### src/rtl/seq_det_pkg.sv
// Shared types and constants for the parametrised serial pattern detector.
package seq_det_pkg;

  typedef enum logic [1:0] {
    EMPTY   = 2'd0,
    FILLING = 2'd1,
    ARMED   = 2'd2,
    MATCH   = 2'd3
  } state_t;

  localparam logic [3:0] DEFAULT_PAT_4 = 4'b1011;

  // Width needed to count history bits 0..pat_w inclusive.
  function automatic int unsigned fill_width(input int unsigned pat_w);
    return $clog2(pat_w + 1);
  endfunction

endpackage

### src/rtl/seq_det_hist.sv
// Serial history shift register with a saturating count of valid bits.
module seq_det_hist
  import seq_det_pkg::*;
#(
  parameter int unsigned PAT_W = 4,
  localparam int unsigned FILL_W = fill_width(PAT_W)
) (
  input  logic              clk,
  input  logic              rst,
  input  logic              shift_en,
  input  logic              clear,
  input  logic              bit_in,
  output logic [PAT_W-1:0]  hist,
  output logic [FILL_W-1:0] fill
);

  // Clearing only drops the fill count; stale history is masked by fill.
  always_ff @(posedge clk or negedge rst) begin
    if (!rst) begin
      hist <= '0;
      fill <= '0;
    end else begin
      if (shift_en) begin
        hist <= {hist[PAT_W-2:0], bit_in};
      end
      if (clear) begin
        fill <= '0;
      end else if (shift_en && (fill != FILL_W'(PAT_W))) begin
        fill <= fill + FILL_W'(1);
      end
    end
  end

endmodule

### src/rtl/seq_detect_param.sv
// Parametrised serial pattern detector with registered match flag.
// Optional match counter enabled by defining SEQ_DET_MATCH_CNT_EN.
module seq_detect_param
  import seq_det_pkg::*;
#(
  parameter int unsigned      PAT_W       = 4,
  parameter logic [PAT_W-1:0] DEFAULT_PAT = PAT_W'(DEFAULT_PAT_4),
  parameter int unsigned      CNT_W       = 8,
  localparam int unsigned     FILL_W      = fill_width(PAT_W)
) (
  input  logic              clk,
  input  logic              rst,
  input  logic              in_valid,
  input  logic              in,
  input  logic              pat_load,
  input  logic [PAT_W-1:0]  pat_in,
  input  logic              overlap_en,
  output logic              y,
  output logic [CNT_W-1:0]  match_cnt,
  output logic [FILL_W-1:0] fill
);

  state_t             state_q;
  state_t             state_d;
  logic [PAT_W-1:0]   pattern;
  logic [PAT_W-1:0]   hist;
  logic               accept_c;
  logic               clear_c;
  logic               match_c;
  logic [PAT_W-1:0]   hist_next_c;
  logic [FILL_W-1:0]  fill_next_c;

  // A pattern load discards any bit offered in the same cycle.
  assign accept_c    = in_valid & ~pat_load;
  assign hist_next_c = {hist[PAT_W-2:0], in};
  assign fill_next_c = (fill == FILL_W'(PAT_W)) ? fill : fill + FILL_W'(1);
  assign match_c     = accept_c && (fill_next_c == FILL_W'(PAT_W)) && (hist_next_c == pattern);
  assign clear_c     = pat_load | (match_c & ~overlap_en);

  seq_det_hist #(
    .PAT_W (PAT_W)
  ) u_hist (
    .clk      (clk),
    .rst      (rst),
    .shift_en (accept_c),
    .clear    (clear_c),
    .bit_in   (in),
    .hist     (hist),
    .fill     (fill)
  );

  always_ff @(posedge clk or negedge rst) begin
    if (!rst) begin
      pattern <= DEFAULT_PAT;
    end else if (pat_load) begin
      pattern <= pat_in;
    end
  end

  always_ff @(posedge clk or negedge rst) begin
    if (!rst) begin
      state_q <= EMPTY;
      y       <= 1'b0;
    end else begin
      state_q <= state_d;
      y       <= (state_d == MATCH);
    end
  end

  // Next state follows the accepted bit; MATCH with no bit falls back by fill.
  always_comb begin
    state_d = state_q;
    if (pat_load) begin
      state_d = EMPTY;
    end else if (accept_c) begin
      if (match_c) begin
        state_d = MATCH;
      end else if (fill_next_c == FILL_W'(PAT_W)) begin
        state_d = ARMED;
      end else begin
        state_d = FILLING;
      end
    end else begin
      case (state_q)
        EMPTY, FILLING, ARMED: state_d = state_q;
        MATCH:                 state_d = (fill == '0) ? EMPTY : ARMED;
        default:               state_d = EMPTY;
      endcase
    end
  end

`ifdef SEQ_DET_MATCH_CNT_EN
  logic [CNT_W-1:0] cnt_q;

  always_ff @(posedge clk or negedge rst) begin
    if (!rst) begin
      cnt_q <= '0;
    end else if (pat_load) begin
      cnt_q <= '0;
    end else if (match_c && (cnt_q != '1)) begin
      cnt_q <= cnt_q + CNT_W'(1);
    end
  end

  assign match_cnt = cnt_q;
`else
  assign match_cnt = '0;
`endif

endmodule

### config.mk
export PLATFORM = sky130hd
export DESIGN_NAME = seq_detect_param
export DESIGN_NICKNAME = d
export VERILOG_FILES = /design/src/rtl/seq_det_pkg.sv /design/src/rtl/seq_det_hist.sv /design/src/rtl/seq_detect_param.sv
export SDC_FILE = /design/constraint.sdc
export NUM_CORES = 1
export LEC_CHECK = 0
export BUFFER_PORTS_ARGS = -buffer_cell sky130_fd_sc_hd__buf_4
export CORE_AREA = 2 2 39 41
export CTS_CLUSTER_DIAMETER = 80
export DETAILED_ROUTE_END_ITERATION = 16
export DIE_AREA = 0 0 41 43
export PLACE_DENSITY = 0.81
export SKIP_LAST_GASP = 1
export SYNTH_ARGS = -nofsm -noshare
export SYNTH_HDL_FRONTEND = slang
export SYNTH_SLANG_ARGS = --single-unit
### constraint.sdc
create_clock -name clk -period 5 [get_ports clk]
set_input_delay 0.75 -clock clk [delete_from_list [all_inputs] [get_ports clk]]
set_output_delay 0.75 -clock clk [all_outputs]
set_load 0.02 [all_outputs]
==> impl_results.md <==
- Status: complete, no violations
- Synth area leader: dfrtp_1
- Number of I/O pins: 22
- CTS HTree Levels: 1
- Post-synth cell types: 22
- Mapped cell area: 643 sq um
- GRT Total Usage: 0.157
- Multi-input gate area: 308 sq um
- Port buffer count: 13
- Commonest cells in the netlist: buf_4 (8), dfrtp_1 (8), mux2_2 (7)
- Clock network power share: 0.255
- Synth warn: 0
- CTS root buf: clkbuf_4
- Initial antenna violation count: 0
- # clock sinks: 11
- Mapped Avg Cell Area: 11.3 sq um
- Post CTS Setup Buffer Count: 0
- Final Worst Setup Slack: 3110 ps
- Drt initial violations: 3
- Max Cap Viol: 0
- Fmax achieved: 528 MHz
- Ys async rst share: 1.00
- Row cnt: 14
- PwrDens: 299 nW/um^2
- Routed Antenna Nets: 0
- Slew Limit Fails: 0
- DIE AREA: 1760 sq um
- Layout cells sized above 1: 0.417
- Seq/Total Area, Yosys: 0.434
- Leakage: 0.330 nW
- Remaining Overflow, GRT: 0
- P_sw: 0.0638 mW
- Register area: 279 sq um
- Via density: 4.95
- Die Height: 43 um
- Hold Worst Slack: 310 ps
- Area grow syn2layout: 16.5%
- CP endpoint kind: flop
- Worst Path Arrival: 2030 ps
- CTS tree: yes
- # resized after CTS: 0
- Starting Density: 0.465
- Largest cells by area after synthesis: dfrtp_1 (31%), dfstp_2 (12%), mux2_2 (12%)
- Share of the synthesized area in the top cell type: 0.311
- Power Total: 0.224 mW
- EDFF count, synth: 0
- Max clock buf depth: 2
- Die Width: 41 um
- Nets: 85
- Final setup vio count: 0
- Pre-CTS WS: 3120 ps
- DR pass1 iterations: 2
- Largest net degree at the start of global routing: 12
- Crit path kind: reg2reg
- Internal power: 0.161 mW
- Dominant synthesized flop cell: dfrtp_1
- Hold/Removal Path Class: in2async
- CP Launch Type: flop
- Final wirelength: 1040 um
- Detailed-route DRC error count: 0
- DR vias: 436
- Final Hold Fails: 0
- GP Congestion: 0.719
- Power share of the sequential group: 0.497
- Flop and latch count out of synthesis: 11
- Core box area: 1380 sq um
- VDD IR max: 0.194 mV
- Skew-Pair Late Insertion Delay: 260 ps
- RSZ-0062 raised after global routing: false
- Cts hold-fix bufs: 0
- Total CTS buffers: 3
- Detail Placement HPWL: 814 um
- Gate power share: 0.247
- Required @ worst endpoint: 5140 ps
- Minimum clock period after layout: 1890 ps
- Fill count: 135
- Crit share post-route: 0.379
- Clock-pin slew on the worst setup and hold paths: 60 ps
- Clock Skew: 1.95 ps
- TNS Setup: 0 ps
- Diodes inserted: 0
- Worst Path Max Fanout: 7
- Gate Count Post-Synth: 57
- Sw frac: 0.284
- Vias in the first global route: 483
- Drt wl/cell: 11.8 um
- First-pass GRT wire length: 1870 um
sequential cells by signal, summed over array words and instances, names as in the netlist:
| signal | cells |
|---|---|
| y | 1 |
| pattern | 4 |
| u_hist.fill | 3 |
| u_hist.hist | 3 |
per-layer routing:
| layer | GRT usage | share of wire | vias up |
|---|---|---|---|
| li1 | - | - | 206 |
| met1 | 0.184 | 0.41 | 214 |
| met2 | 0.253 | 0.53 | 14 |
| met3 | 0.0209 | 0.046 | 2 |
| met4 | 0.100 | 0.0048 | 0 |
| met5 | 0 | 0 | - |
layout make-up:
cell class | instances | area share
Multi-Input combinational cell | 39 | 0.411
Sequential cell | 11 | 0.372
Timing Repair Buffer | 13 | 0.130
Clock buffer | 4 | 0.0351
Tap cell | 16 | 0.0267
Inverter | 5 | 0.0250
through the flow:
stage	std cells	instance area (sq um)	util
floorplan	64	669	-
global placement	84	723	0.523
detailed placement	84	723	0.523
CTS	88	749	0.542
global route	88	749	0.542
finish	88	749	0.542
kinds of logic after synthesis:
logic type,after synthesis,synth area share
buf+inv,14,0.128
flops,11,0.434
simple gates,11,0.126
mux,7,0.123
compound gates,6,0.0759
xor+xnor,5,0.0681
fa+ha+maj,2,0.0389
other cells,1,0.00583
power groups by stage:
stage / clock [mW] / combinational, mW / sequential [mW]
floorplan: 0 / 0.0433 / 0.113
global placement: 0 / 0.0538 / 0.112
detailed placement: 0 / 0.0548 / 0.113
CTS: 0.0606 / 0.0558 / 0.112
global route: 0.0667 / 0.0608 / 0.113
finish: 0.0573 / 0.0555 / 0.112
path summary, 6_finish.rpt:
kind | slack (ps) | end | cells after the start | startpoint
setup reg to reg | 3110 | u_hist.fill[2] | 6 | u_hist.fill[0]
hold reg to reg | 530 | u_hist.hist[2] | 1 | u_hist.hist[2]
hold / removal | 310 | u_hist.hist[2] | 1 | rst
setup / recovery | 3110 | u_hist.fill[2] | 6 | u_hist.fill[0]
max in group asynchronous | 4470 | pattern[1] | 1 | rst
min in group clk | 530 | u_hist.hist[2] | 1 | u_hist.hist[2]
layout by cell type (no fill, tap or decap), drive strengths merged, types with 3 or more instances in the layout:
cell    instances
dfrtp           8
clkbuf          4
mux2            7
buf            13
conb            8
dfstp           3
xnor2           5
nor2            3
inv             5
worst max-delay path, stage by stage, from the launching register on:
cell,delay [ps]
dfrtp_1,480
inv_1,80
ha_1,370
nor4b_4,290
o21ai_2,110
a2111oi_2,360
nor4_1,90
Power figures use the tool's default switching activity.
